**src/rtl/gcd_ctrl.sv**
```systemverilog
// Moore controller for a subtract-based GCD datapath.
// The controller sequences the operand loads and the compare/subtract loop,
// and aborts after MAX_ITER subtract steps.
module gcd_ctrl #(
    parameter int unsigned MAX_ITER = 65535
) (
    input  logic        clk,
    input  logic        rst,
    input  logic        start,
    input  logic        lt,
    input  logic        gt,
    input  logic        eq,
    output logic        lda,
    output logic        ldb,
    output logic        sel1,
    output logic        sel2,
    output logic        sel_in,
    output logic        busy,
    output logic        done,
    output logic        err,
    output logic [15:0] iter_count
);

    typedef enum logic [2:0] {
        StIdle,
        StLoadA,
        StLoadB,
        StCmp,
        StSubA,
        StSubB,
        StDone
    } state_t;

    localparam logic [15:0] MaxIter = 16'(MAX_ITER);

    state_t state_q;
    state_t state_d;
    logic   abort;

    // Output bundle order: {lda, ldb, sel1, sel2, sel_in, busy, done}.
    function automatic logic [6:0] decode(input state_t s);
        logic [6:0] o;
        o = 7'b0;
        case (s)
            StLoadA: o = 7'b1000110;
            StLoadB: o = 7'b0100110;
            StCmp:   o = 7'b0000010;
            StSubA:  o = 7'b1001010;
            StSubB:  o = 7'b0110010;
            StDone:  o = 7'b0000011;
            default: o = 7'b0;
        endcase
        return o;
    endfunction

    always_comb begin
        state_d = state_q;
        abort   = 1'b0;
        case (state_q)
            StIdle:  if (start) state_d = StLoadA;
            StLoadA: state_d = StLoadB;
            StLoadB: state_d = StCmp;
            StCmp: begin
                if (eq) begin
                    state_d = StDone;
                end else if (iter_count == MaxIter) begin
                    state_d = StDone;
                    abort   = 1'b1;
                end else if (lt) begin
                    state_d = StSubB;
                end else if (gt) begin
                    state_d = StSubA;
                end else begin
                    // No flag set means a broken datapath; fail instead of looping.
                    state_d = StDone;
                    abort   = 1'b1;
                end
            end
            StSubA:  state_d = StCmp;
            StSubB:  state_d = StCmp;
            StDone:  state_d = StIdle;
            default: state_d = StIdle;
        endcase
    end

    // Outputs are registered from the next state so they track state_q exactly.
    always_ff @(posedge clk) begin
        if (rst) begin
            state_q    <= StIdle;
            lda        <= 1'b0;
            ldb        <= 1'b0;
            sel1       <= 1'b0;
            sel2       <= 1'b0;
            sel_in     <= 1'b0;
            busy       <= 1'b0;
            done       <= 1'b0;
            err        <= 1'b0;
            iter_count <= 16'd0;
        end else begin
            state_q <= state_d;
            {lda, ldb, sel1, sel2, sel_in, busy, done} <= decode(state_d);
            if (state_d == StLoadA) begin
                iter_count <= 16'd0;
                err        <= 1'b0;
            end else if (state_q == StSubA || state_q == StSubB) begin
                iter_count <= iter_count + 16'd1;
            end
            if (state_q == StCmp && abort) begin
                err <= 1'b1;
            end
        end
    end

endmodule

```
**config.mk**
```make
export PLATFORM = sky130hd
export DESIGN_NAME = gcd_ctrl
export DESIGN_NICKNAME = d
export VERILOG_FILES = /design/src/rtl/gcd_ctrl.sv
export SDC_FILE = /design/constraint.sdc
export NUM_CORES = 1
export LEC_CHECK = 0
export BUFFER_PORTS_ARGS = -buffer_cell sky130_fd_sc_hd__buf_2
export CAP_MARGIN = 0
export CELL_PAD_IN_SITES_DETAIL_PLACEMENT = 0
export CELL_PAD_IN_SITES_GLOBAL_PLACEMENT = 1
export CORE_MARGIN = 10
export CORE_UTILIZATION = 34
export DETAILED_ROUTE_END_ITERATION = 10
export PLACE_DENSITY_LB_ADDON = 0.12
export RECOVER_POWER = 25
export SLEW_MARGIN = 20
export SYNTH_ARGS = -nofsm -noshare
export SYNTH_HDL_FRONTEND = slang
export SYNTH_SLANG_ARGS = --single-unit
```
**constraint.sdc**
```tcl
create_clock -name clk -period 1.5 [get_ports clk]
set_input_delay 0.15 -clock clk [delete_from_list [all_inputs] [get_ports clk]]
set_output_delay 0.15 -clock clk [all_outputs]
set_load 0.03 [all_outputs]
```
# After elaboration in Yosys (flattened, before gate mapping)
# Index checks and enable logic that the tools add are counted.
dict set report classes {
  n_reduce_logical 6
  n_mux 14
  eq_ne 12
  n_addsub 1
}
# op n
set op_table {}
lappend op_table {{one-hot mux 7 bit (6 select lines)} 1}
lappend op_table {{adder 16 x 1 -> 16 bit, second input constant} 1}
lappend op_table {{equality test 16 bit, second input constant} 1}
lappend op_table {{equality test 3 bit, second input constant} 5}
lappend op_table {{equality test 3 x 2 -> 1 bit, second input constant} 4}
lappend op_table {{one-hot mux 3 bit (4 select lines)} 1}
lappend op_table {{two-way mux 2 bit} 4}
lappend op_table {{two-way mux 1 bit} 7}
lappend op_table {{equality test 3 x 1 -> 1 bit, second input constant} 2}
lappend op_table {{zero test 3 bit} 1}
lappend op_table {{two-way mux 3 bit} 1}
lappend op_table {{OR reduction 3 bit} 1}
lappend op_table {{nonzero test 2 bit} 1}
lappend op_table {{OR reduction 2 bit} 1}
lappend op_table {{logical AND 1 bit} 1}
lappend op_table {{logical OR 1 bit} 1}
dict set report totals {
  register_bits 27
}

# Longest topological paths before layout
# Gate-level depths: netlist of run 1.
dict set report logic_depth {
  word_depth 8
  mapped_depth 5
  depth_no_buf 5
}

# Least setup slack after synthesis of run 1
# No wires, ideal clock.
dict set report synth_path {
  kind {flip-flop to flip-flop}
  startpoint {register iter_count[0]}
  endpoint {register lda}
  path_buffers 0
  t_arrival_ps 1702
  path_slack_ps -306
  path_stages_with_launch 6
  required_ps 1397
  setup_time_ps 103
  path_cell_list {dfxtp_1 > ha_1 > nand4_1 > nor4_4 > o21bai_1 > a2111oi_2}
}
dict set report synth_via {
  elab_chain_cells 6
}
# element line_no
set synth_rtl {}
lappend synth_rtl {{start: declaration} 21} ;# output logic [15:0] iter_count
lappend synth_rtl {{start signal: assignment} 106} ;# iter_count <= iter_count + 16'd1;
lappend synth_rtl {{equality test 16 bit (*)} 66} ;# end else if (iter_count == MaxIter) begin
lappend synth_rtl {{two-way mux 2 bit (*)} 66}
lappend synth_rtl {{two-way mux 2 bit (*)} 64} ;# if (eq) begin
lappend synth_rtl {{one-hot mux 3 bit (4 select lines) (*)} 59} ;# case (state_q)
lappend synth_rtl {{equality test 3 bit, or another cell as far along} 44} ;# case (s)
lappend synth_rtl {{one-hot mux 7 bit (6 select lines) (*)} 44}
lappend synth_rtl {{end signal: assignment} 101} ;# {lda, ldb, sel1, sel2, sel_in, busy, done} <= decode(state_d);
lappend synth_rtl {{end: declaration} 13} ;# output logic lda,
# Every way passes the cells marked *; elsewhere a longest branch is shown, timed or not.
# A chain may end at the register's enable or synchronous reset.

# Worst setup path in the final report of run 1
dict set report layout_path {
  startpoint {register state_q[1]}
  endpoint {register iter_count[15]}
}
dict set report layout_via {
  elab_chain_cells 5
}
# element line_no
set layout_rtl {}
lappend layout_rtl {{start: declaration} 36} ;# state_t state_q;
lappend layout_rtl {{start signal: assignment} 89} ;# state_q <= StIdle;
lappend layout_rtl {{start signal: assignment} 100} ;# state_q <= state_d;
lappend layout_rtl {{equality test 3 bit / equality test 3 x 2 -> 1 bit (equally long branches)} {59, 105}}
lappend layout_rtl {{OR reduction 3 bit (no line)} --}
lappend layout_rtl {{one-hot mux 3 bit (4 select lines)} 59}
lappend layout_rtl {{equality test 3 x 1 -> 1 bit} 102} ;# if (state_d == StLoadA) begin
lappend layout_rtl {{OR reduction 2 bit (no line)} --}
# Several ways; a longest one is shown, not always the timed one.

==> impl_summary.txt, run 1 <==
----------------------------------------------------
[Run status]
  Status ... finished, violations left
  Violations in the final reports ... negative setup slack

[Final layout]
  Registers with the highest flip-flop counts ... iter_count (16), state_q (3)
  Most flop-heavy register ... iter_count
  Layout Utilization ... 0.508
  Non-filler cells in the finished layout ... 239
  Number of nets at the end of the flow ... 201
  Count of antenna diodes in the layout ... 0
  Number of flip-flops in the largest register ... 16
  Layout overhead on the synthesized area ... 42.4%
  Area of all placed cells without fillers ... 0.00172 mm²
  Share of layout cells above drive strength 1 ... 0.415

[Synth]
  Dominant synthesized flop cell ... sky130_fd_sc_hd__dfxtp_1
  Synth warn ... 0
  Cell area after synthesis ... 0.00121 mm²
  Number of synthesized flops with an enable pin ... 0
  Post-synthesis sequential element count ... 27
  Sequential cell area fraction in the yosys report ... 0.447
  Number of distinct library cells after synthesis ... 39
  Cells after synthesis ... 136
  Syn_area_per_cell ... 8.90 µm²
  Share of async-settable or async-resettable flops after synthesis ... 0
  Number of nets produced by synthesis ... 143

[Critical path]
  Arrival time at the worst endpoint ... 1790 ps
  Capture point of the critical path ... iter_count[15]
  Worst Path Required ... 1760 ps
  Startpoint type of the worst setup path ... flop
  Slack of the worst reg-to-reg path ... -30 ps
  Crit path max fanout ... 6
  Crit. End Element ... flop
  Number of cell instances on the worst register-to-register path ... 4
  Worst flop-to-flop path startpoint ... state_q[1]
  Endpoint of the lowest-slack register-to-register path ... iter_count[15]
  Worst Path Class, Setup ... flop to flop
  Worst setup path start ... state_q[1]

[Clock tree]
  Clock Sinks ... 27
  TritonCTS Buffers ... 3
  Clock-pin slew on the worst setup and hold paths ... 140 ps
  TritonCTS clock tree ... yes
  H-tree lvl count ... 1
  Root buffer cell ... sky130_fd_sc_hd__clkbuf_4
  Clock Path Buffers ... 2
  CTS hold repair buffers ... 0
  Source-to-sink clock delay at the later pin of the worst-skew pair ... 320 ps

[STA]
  Min Tclk post-route ... 1530 ps
  Post-Route Setup TNS ... -27.1 ps
  Slew margin rel. ... 0.673
  Worst-case clock skew ... 7.84 ps
  Final Hold Fails ... 0
  RSZ-0062 raised after global routing ... yes
  Peak clock frequency supported by timing ... 0.655 GHz
  Final period utilization ... 1.02
  Count of endpoints failing setup in the final report ... 1
  Count of final max-slew check failures ... 0
  Transition at the pin with the smallest max-transition slack ... 491 ps
  Post-route setup slack ... -27.1 ps

[Floorplan]
  DIE HEIGHT ... 79.7 µm
  Core Region ... 0.00339 mm²
  Initial core utilization ... 0.357
  Full die area ... 0.00634 mm²
  Cell Rows ... 21
  Boundary Pins ... 30
  Die Width ... 79.7 µm

[Routing]
  Residual DRC count ... 0
  Count of antenna-violating nets left after detailed routing ... 0
  Total detailed-routing wirelength ... 3220 µm
  First-pass DRT Iterations ... 4
  Total vias in the final route ... 1190
  Initial DRC count ... 47
  Drt via density ... 4.98
  Detailed-route wire length per cell ... 13.5 µm

[Placed design]
  RD Place Congestion ... 0.763
  Post-placement worst setup slack ... -22.2 ps
  Cell area after placement ... 0.00160 mm²
  Inst Count DP ... 226
  Half-perimeter wire length after detailed placement ... 2540 µm
  Quantity of I/O buffers inserted on ports ... 29

[Global route]
  Largest net degree at the start of global routing ... 15
  Gr ovfl total ... 0
  Number of antenna violations at the first check in global routing ... 0
  Number of global-route vias before repair ... 1181
  Global-route wire length before repair ... 5310 µm
  Global router's overall resource usage ... 0.103

[Power]
  Static leakage ... 0.723 nW
  Largest voltage drop on the vdd net ... 0.291 mV
  Cell area power density ... 709 mW/mm²

[Flow run]
  Number of max-cap violations ... 0

[Min path]
  Path class of the lowest-slack min-delay path ... primary input to flop

----------------------------------------------------
[synth_stat cells, types with 2 or more instances]
cell type                   n  area, µm²
sky130_fd_sc_hd__a21oi_1    9       45.0
sky130_fd_sc_hd__and2_1     4       25.0
sky130_fd_sc_hd__buf_2      2       10.0
sky130_fd_sc_hd__dfxtp_1   27        541
sky130_fd_sc_hd__inv_1      2       7.51
sky130_fd_sc_hd__nand2_1   14       52.6
sky130_fd_sc_hd__nand2b_1   3       18.8
sky130_fd_sc_hd__nand3_1    3       15.0
sky130_fd_sc_hd__nand4_1    5       31.3
sky130_fd_sc_hd__nor2_1    15       56.3
sky130_fd_sc_hd__nor2b_1    2       12.5
sky130_fd_sc_hd__nor3_1     6       30.0
sky130_fd_sc_hd__nor4_1     2       12.5
sky130_fd_sc_hd__o211ai_1   2       15.0
sky130_fd_sc_hd__o21ai_0    4       20.0
sky130_fd_sc_hd__o31ai_1    2       15.0
sky130_fd_sc_hd__or3_1      4       25.0
sky130_fd_sc_hd__or4_1      3       22.5
sky130_fd_sc_hd__xnor2_1    4       35.0
sky130_fd_sc_hd__xor2_1     4       35.0
[timing repair]
| item | 4_1_cts | 5_1_grt |
|---|---|---|
| cloned | 0 | 0 |
| setup buffers | 5 | 4 |
| pin swaps | 3 | 6 |
| resized for setup | 3 | 9 |
| setup endpoints to repair | 4 | 9 |
[metal layers]
metal	vias to the layer above	global-route usage	share of wire
met5	-	0	0
met4	0	0.0376	0.0068
met3	2	0.0293	0.049
met2	18	0.188	0.54
met1	570	0.110	0.40
li1	600	-	-
[metrics by stage]
| stage | hold WS (ps) | total power, mW |
|---|---|---|
| floorplan | 252 | 0.859 |
| global placement | 371 | 0.934 |
| detailed placement | 374 | 0.934 |
| CTS | 13.9 | 1.24 |
| global route | 15.5 | 1.30 |
| finish | 26.3 | 1.22 |
[logic make-up after synthesis]
kind of cell             Yosys count  share of synthesized area
AO/OA/AOI/OAI                     24                      0.129
XOR/XNOR                           8                     0.0579
adder cells (fa/ha/maj)            1                     0.0103
buffers and inverters              6                     0.0207
flip-flops                        27                      0.447
multiplexers                       1                    0.00827
AND/OR/NAND/NOR                   69                      0.327
[final cells by class]
class                      count  area [µm²]
timing repair buffer          57         349
sequential                    27         584
tap                           46        57.6
fill                         352        1670
inverter                       2        7.51
clock buffer                   4        26.3
multi-input combinational    103         698
[worst max-delay path, cell delays in order (launching register included)]
cell and delay (ps):
sky130_fd_sc_hd__dfxtp_2 360, sky130_fd_sc_hd__and4b_1 290, sky130_fd_sc_hd__nand4_1 230, sky130_fd_sc_hd__or4_1 450, sky130_fd_sc_hd__a21oi_1 140
[power breakdown]
group | switching [mW] | leakage, nW | internal, mW
registers | 0.0110 | 0.229 | 0.721
logic | 0.110 | 0.479 | 0.0718
clock network | 0.204 | 0.0150 | 0.104
total | 0.325 | 0.723 | 0.897
[worst min path at each step]
stage | startpoint | to | slack (ps) | cells after the start
5_1_grt | eq | err | 20 | 2
6_report | eq | err | 30 | 2
3_3_place_gp | eq | err | 370 | 2
4_1_cts | eq | err | 10 | 2
3_5_place_dp | eq | err | 370 | 2
2_1_floorplan | eq | err | 250 | 1
[layout by cell type, fill, tap and decap left out, drive strengths merged]
master,count
nor3,6
buf,49
a2111oi,2
and4,1
dfxtp,27
and2,4
o211ai,2
o21ai,4
nor2b,2
mux2i,1
inv,2
ha,1
nand2,14
o21bai,1
xnor2,4
a211oi,1
a21oi,9
o22ai,1
a21o,1
nand4,6
and4b,1
clkbuf,12
or2,1
nand3,4
nor3b,1
or4,3
nor2,15
nor4,3
nand3b,1
or3,4
a211o,1
nand2b,3
xor2,4
o31ai,2
(Power assumes the default switching activity.)
==> run 2: changes to the inputs <==
--- a/config.mk
+++ b/config.mk
@@ -10,10 +10,9 @@
 export CELL_PAD_IN_SITES_DETAIL_PLACEMENT = 0
 export CELL_PAD_IN_SITES_GLOBAL_PLACEMENT = 1
 export CORE_MARGIN = 10
-export CORE_UTILIZATION = 34
+export CORE_UTILIZATION = 38
 export DETAILED_ROUTE_END_ITERATION = 10
 export PLACE_DENSITY_LB_ADDON = 0.12
-export RECOVER_POWER = 25
 export SLEW_MARGIN = 20
 export SYNTH_ARGS = -nofsm -noshare
 export SYNTH_HDL_FRONTEND = slang
==> constraint.sdc (replaced) <==
create_clock -name clk -period 1.6 [get_ports clk]
set_input_delay 0.16 -clock clk [delete_from_list [all_inputs] [get_ports clk]]
set_output_delay 0.16 -clock clk [all_outputs]
set_load 0.03 [all_outputs]
==> run 2 against run 1 <==
The run now ends clean. Count of clock-buffer cells in the layout is the same. Non-clock buffer count shrank 10. Clock skew shrank 3.5 ps. Global-route usage grew 0.15 points. First-iteration DRC count grew 62%. Worst hold slack gained 8.7 ps. Clock power shrank 7.5%. Core utilization grew 2.2 points. Setup slack gained 80 ps. Via count shrank 4.8%. Routed wire length shrank 4.1%. Critical endpoint unchanged. Largest cell class unchanged. Largest power group unchanged.
==> impl_summary.txt, run 2 (synthesized netlist as in run 1, its figures left out) <==
----------------------------------------------------
[Global route]
  Largest net degree at the start of global routing ... 15 (unchanged)
  Gr ovfl total ... 0 (unchanged)
  Global router's overall resource usage ... 0.105 (was 0.103)
  Number of antenna violations at the first check in global routing ... 0 (unchanged)
  Global-route wire length before repair ... 5220 µm (was 5310 µm)
  Number of global-route vias before repair ... 1105 (was 1181)

[Routing]
  Total vias in the final route ... 1133 (was 1190)
  First-pass DRT Iterations ... 3 (was 4)
  Initial DRC count ... 76 (was 47)
  Drt via density ... 4.99 (was 4.98)
  Residual DRC count ... 0 (unchanged)
  Total detailed-routing wirelength ... 3080 µm (was 3220 µm)
  Detailed-route wire length per cell ... 13.6 µm (was 13.5 µm)
  Count of antenna-violating nets left after detailed routing ... 0 (unchanged)

[Final layout]
  Count of antenna diodes in the layout ... 0 (unchanged)
  Registers with the highest flip-flop counts ... iter_count (16), state_q (3) (unchanged)
  Fillers ... 322 (was 352)
  Most flop-heavy register ... iter_count (unchanged)
  Number of flip-flops in the largest register ... 16 (unchanged)
  Commonest non-fill, non-tap cell in the layout ... sky130_fd_sc_hd__buf_2 (was sky130_fd_sc_hd__buf_4)
  Layout overhead on the synthesized area ... 33.7% (was 42.4%)
  Share of layout cells above drive strength 1 ... 0.399 (was 0.415)
  Top library cells by usage in the layout, fill and taps aside ... 29 x sky130_fd_sc_hd__buf_2, 18 x sky130_fd_sc_hd__buf_4, 15 x sky130_fd_sc_hd__nor2_1 (was 27 x sky130_fd_sc_hd__buf_4, 21 x sky130_fd_sc_hd__buf_2, 15 x sky130_fd_sc_hd__nor2_1)
  Number of nets at the end of the flow ... 191 (was 201)
  Layout Utilization ... 0.530 (was 0.508)

[Floorplan]
  Boundary Pins ... 30 (unchanged)
  Full die area ... 0.00584 mm² (was 0.00634 mm²)
  Initial core utilization ... 0.396 (was 0.357)
  Core Region ... 0.00305 mm² (was 0.00339 mm²)
  DIE HEIGHT ... 76.4 µm (was 79.7 µm)
  Cell Rows ... 20 (was 21)
  Die Width ... 76.4 µm (was 79.7 µm)

[Min path]
  Path class of the lowest-slack min-delay path ... primary input to flop (unchanged)

[Clock tree]
  Clock Path Buffers ... 2 (unchanged)
  Source-to-sink clock delay at the later pin of the worst-skew pair ... 320 ps (about the same)
  Clock Sinks ... 27 (unchanged)
  H-tree lvl count ... 1 (unchanged)
  Root buffer cell ... sky130_fd_sc_hd__clkbuf_4 (unchanged)
  TritonCTS Buffers ... 3 (unchanged)
  TritonCTS clock tree ... yes (unchanged)
  Clock-pin slew on the worst setup and hold paths ... 130 ps (was 140 ps)

[Placed design]
  Half-perimeter wire length after detailed placement ... 2360 µm (was 2540 µm)
  Post-placement worst setup slack ... -21.1 ps (was -22.2 ps)
  Quantity of I/O buffers inserted on ports ... 29 (unchanged)
  RD Place Congestion ... 0.774 (was 0.763)

[STA]
  Final period utilization ... 0.967 (was 1.02)
  Min Tclk post-route ... 1550 ps (was 1530 ps)
  Worst-case clock skew ... 4.38 ps (was 7.84 ps)
  Peak clock frequency supported by timing ... 0.646 GHz (was 0.655 GHz)
  Final Hold Fails ... 0 (unchanged)
  Slew margin rel. ... 0.692 (was 0.673)
  Count of final max-slew check failures ... 0 (unchanged)
  Count of endpoints failing setup in the final report ... 0 (was 1)
  Transition at the pin with the smallest max-transition slack ... 462 ps (was 491 ps)
  Post-route setup slack ... 53.1 ps (was -27.1 ps)

[Flow run]
  Number of max-cap violations ... 0 (unchanged)

[Critical path]
  Worst Path Required ... 1860 ps (was 1760 ps)
  Crit. End Element ... flop (unchanged)
  Arrival time at the worst endpoint ... 1800 ps (was 1790 ps)
  Crit path max fanout ... 6 (unchanged)
  Startpoint type of the worst setup path ... flop (unchanged)
  Worst Path Class, Setup ... flop to flop (unchanged)

[Run status]
  Status ... completed (was finished, violations left)

[Power]
  Static leakage ... 0.685 nW (was 0.723 nW)
  Largest voltage drop on the vdd net ... 0.373 mV (was 0.291 mV)
  Cell area power density ... 702 mW/mm² (was 709 mW/mm²)
  Final Power ... 1.14 mW (was 1.22 mW)

----------------------------------------------------
==> run 2: timing repair <==
item                                    4_1_cts  5_1_grt
pin swaps                                     1        7
gates resized for setup                       1       14
hold buffers                                  0        0
cloned                                        0        0
buffers inserted                              1        3
endpoints found under the setup margin        3        8
==> run 2: worst max-delay path, cell delays in order, from the launching register on <==
cell and delay, ps:
sky130_fd_sc_hd__dfxtp_4 410, sky130_fd_sc_hd__and4_2 260, sky130_fd_sc_hd__nand4_1 140, sky130_fd_sc_hd__or4_1 540, sky130_fd_sc_hd__a21oi_1 140
==> run 2: area by class of cell <==
cell class,count,area [µm²],area share
multi-input combinational,103,679,0.420
inverter,2,7.51,0.00464
sequential,27,569,0.352
clock buffer,4,26.3,0.0162
timing repair buffer,47,280,0.173
tap,44,55.1,0.0340
==> run 2: power breakdown <==
part / switching [mW] / leakage [nW] / internal [mW] / total [mW]
registers: 0.0135 / 0.227 / 0.684 / 0.697
clock network: 0.188 / 0.0150 / 0.0975 / 0.285
logic: 0.0964 / 0.443 / 0.0568 / 0.153
total: 0.298 / 0.685 / 0.838 / 1.14
==> run 2: final timing paths <==
check	start	endpoint	slack (ps)	depth (start not counted)
max	iter_count[5]	iter_count[15]	50	4
min	eq	err	40	2
max reg2reg	iter_count[5]	iter_count[15]	50	4
min reg2reg	err	err	460	2
==> run 2: routing by layer <==
layer / vias up / track usage / part of all wire
met1: 531 / 0.132 / 0.49
met4: 0 / 0.0130 / 0.0049
met2: 17 / 0.167 / 0.46
li1: 583 / - / -
met3: 2 / 0.0425 / 0.050
met5: - / 0 / 0
==> run 2: through the flow <==
stage	area (µm²)	hold slack (ps)	setup TNS, ps	instances
floorplan	1220	262	-70.3	136
global placement	1510	380	0	219
detailed placement	1510	381	-21.1	219
CTS	1550	22.5	0	224
global route	1620	8.11	-5.81	227
finish	1620	35.0	0	227
==> run 3: changes to the inputs <==
--- a/config.mk
+++ b/config.mk
@@ -10,7 +10,8 @@
 export CELL_PAD_IN_SITES_DETAIL_PLACEMENT = 0
 export CELL_PAD_IN_SITES_GLOBAL_PLACEMENT = 1
 export CORE_MARGIN = 10
-export CORE_UTILIZATION = 38
+export CORE_UTILIZATION = 40
+export CTS_BUF_LIST = sky130_fd_sc_hd__clkbuf_8
 export DETAILED_ROUTE_END_ITERATION = 10
 export PLACE_DENSITY_LB_ADDON = 0.12
 export SLEW_MARGIN = 20
==> run 3 against run 2 <==
Count of clock-buffer cells in the layout is 1 lower. Clock power is 43% higher. First-iteration DRC count is 21% lower. Critical path depth stayed put. Setup slack better by 16 ps. Routed wire length is 3.3% lower. Largest cell class unchanged. Maximum frequency is 1.0% higher. Register-to-register slack better by 20 ps.
==> impl_summary.txt, run 3 (synthesized netlist as in run 1, its figures left out) <==
----------------------------------------------------
[Final layout]
  Commonest non-fill, non-tap cell in the layout ... sky130_fd_sc_hd__buf_2 (unchanged)
  Registers with the highest flip-flop counts ... iter_count (16), state_q (3) (unchanged)
  Fillers ... 275 (was 322)
  Share of layout cells above drive strength 1 ... 0.390 (was 0.399)
  Non-filler cells in the finished layout ... 213 (was 227)
  Count of antenna diodes in the layout ... 0 (unchanged)
  Top library cells by usage in the layout, fill and taps aside ... 29 x sky130_fd_sc_hd__buf_2, 17 x sky130_fd_sc_hd__buf_4, 16 x sky130_fd_sc_hd__dfxtp_1 (was 29 x sky130_fd_sc_hd__buf_2, 18 x sky130_fd_sc_hd__buf_4, 15 x sky130_fd_sc_hd__nor2_1)
  Layout overhead on the synthesized area ... 32.0% (was 33.7%)
  Number of flip-flops in the largest register ... 16 (unchanged)
  Area of all placed cells without fillers ... 0.00160 mm² (was 0.00162 mm²)
  Number of nets at the end of the flow ... 190 (was 191)
  Most flop-heavy register ... iter_count (unchanged)
  Layout Utilization ... 0.564 (was 0.530)

[Floorplan]
  Cell Rows ... 19 (was 20)
  DIE HEIGHT ... 75.0 µm (was 76.4 µm)
  Die Width ... 75.0 µm (was 76.4 µm)
  Initial core utilization ... 0.428 (was 0.396)
  Boundary Pins ... 30 (unchanged)
  Full die area ... 0.00562 mm² (was 0.00584 mm²)
  Core Region ... 0.00283 mm² (was 0.00305 mm²)

[Power]
  Static leakage ... 0.682 nW (was 0.685 nW)
  Cell area power density ... 794 mW/mm² (was 702 mW/mm²)
  Largest voltage drop on the vdd net ... 0.494 mV (was 0.373 mV)

[Clock tree]
  Clock Sinks ... 27 (unchanged)
  TritonCTS Buffers ... 3 (unchanged)
  Source-to-sink clock delay at the later pin of the worst-skew pair ... 280 ps (was 320 ps)
  Root buffer cell ... sky130_fd_sc_hd__clkbuf_8 (was sky130_fd_sc_hd__clkbuf_4)
  Clock-pin slew on the worst setup and hold paths ... 100 ps (was 130 ps)
  CTS hold repair buffers ... 0 (unchanged)
  Clock Path Buffers ... 2 (unchanged)
  H-tree lvl count ... 1 (unchanged)
  TritonCTS clock tree ... yes (unchanged)

[Global route]
  Number of antenna violations at the first check in global routing ... 0 (unchanged)
  Number of global-route vias before repair ... 989 (was 1105)
  Global-route wire length before repair ... 4830 µm (was 5220 µm)
  Gr ovfl total ... 0 (unchanged)
  Global router's overall resource usage ... 0.107 (was 0.105)
  Largest net degree at the start of global routing ... 17 (was 15)

[Critical path]
  Crit path max fanout ... 8 (was 6)
  Startpoint type of the worst setup path ... flop (unchanged)
  Arrival time at the worst endpoint ... 1750 ps (was 1800 ps)
  Crit. End Element ... flop (unchanged)
  Worst Path Required ... 1820 ps (was 1860 ps)
  Slack of the worst reg-to-reg path ... 70 ps (was 50 ps)
  Worst Path Class, Setup ... flop to flop (unchanged)

[Routing]
  Total vias in the final route ... 1152 (was 1133)
  Drt via density ... 5.41 (was 4.99)
  Initial DRC count ... 60 (was 76)
  Total detailed-routing wirelength ... 2980 µm (was 3080 µm)
  Count of antenna-violating nets left after detailed routing ... 0 (unchanged)
  First-pass DRT Iterations ... 4 (was 3)
  Detailed-route wire length per cell ... 14.0 µm (was 13.6 µm)
  Residual DRC count ... 0 (unchanged)

[Min path]
  Path class of the lowest-slack min-delay path ... primary input to flop (unchanged)

[STA]
  RSZ-0062 raised after global routing ... no
  Min Tclk post-route ... 1530 ps (was 1550 ps)
  Count of final max-slew check failures ... 0 (unchanged)
  Fin Hold WS ... 89.3 ps (was 35.0 ps)
  Transition at the pin with the smallest max-transition slack ... 441 ps (was 462 ps)
  Final period utilization ... 0.957 (was 0.967)
  Final Hold Fails ... 0 (unchanged)
  Post-route setup slack ... 68.8 ps (was 53.1 ps)
  Worst-case clock skew ... 4.74 ps (was 4.38 ps)
  Slew margin rel. ... 0.704 (was 0.692)
  Peak clock frequency supported by timing ... 0.653 GHz (was 0.646 GHz)
  Count of endpoints failing setup in the final report ... 0 (unchanged)

[Placed design]
  Inst Count DP ... 207 (was 219)
  Cell area after placement ... 0.00150 mm² (was 0.00151 mm²)
  RD Place Congestion ... 0.920 (was 0.774)
  Post-placement worst setup slack ... 13.4 ps (was -21.1 ps)
  Quantity of I/O buffers inserted on ports ... 29 (unchanged)
  Half-perimeter wire length after detailed placement ... 2260 µm (was 2360 µm)

[Flow run]
  Number of max-cap violations ... 0 (unchanged)

[Run status]
  Status ... completed (unchanged)

----------------------------------------------------
[run 3: cell types whose count changed in the layout (fill, tap and decap cells not counted), sizes merged]
cell | previous run | this run
buf | 47 | 46
clkbuf | 4 | 3
clkinvlp | 0 | 1
[run 3: path summary, 6_finish.rpt]
check                           startpoint              to  depth (start not counted)
worst max register to register  state_q[1]  iter_count[15]                          4
worst min-delay path                    eq             err                          2
worst max-delay path            state_q[1]  iter_count[15]                          4
worst min register to register         err             err                          2
[run 3: metrics by stage]
step	power, mW	setup TNS, ps
finish	1.27	0
global route	1.31	0
CTS	1.28	0
detailed placement	0.877	0
global placement	0.877	0
floorplan	0.820	-70.3
[run 3: timing repair]
| action | 4_1_cts | 5_1_grt |
|---|---|---|
| pin swaps | 0 | 4 |
| buffers inserted | 0 | 2 |
| endpoints found under the setup margin | 1 | 14 |
| resized for setup | 1 | 10 |
[run 3: cell type report]
class | instances | area [µm²] | area share
Inverter | 2 | 7.51 | 0.00470
Tap cell | 31 | 38.8 | 0.0243
Sequential cell | 27 | 562 | 0.352
Multi-Input combinational cell | 103 | 667 | 0.418
Clock inverter | 1 | 7.51 | 0.00470
Clock buffer | 3 | 41.3 | 0.0259
Timing Repair Buffer | 46 | 273 | 0.171
[run 3: layer usage]
metal / routed length [µm] / global-route usage / vias up
li1: - / - / 585
met1: 1510 / 0.160 / 524
met2: 1190 / 0.136 / 38
met3: 237 / 0.0302 / 5
met4: 42 / 0.0462 / 0
met5: 0 / 0 / -
[run 3: critical path, stage by stage (launching register included)]
cell and delay, ps:
sky130_fd_sc_hd__dfxtp_2 370, sky130_fd_sc_hd__and4b_2 320, sky130_fd_sc_hd__nand4_1 190, sky130_fd_sc_hd__or4_1 440
sky130_fd_sc_hd__a21oi_1 140
[run 3: power by group]
group	internal [mW]	switching, mW
Clock	0.177	0.230
Sequential	0.687	0.0144
Combinational	0.0620	0.0963
Total	0.926	0.341
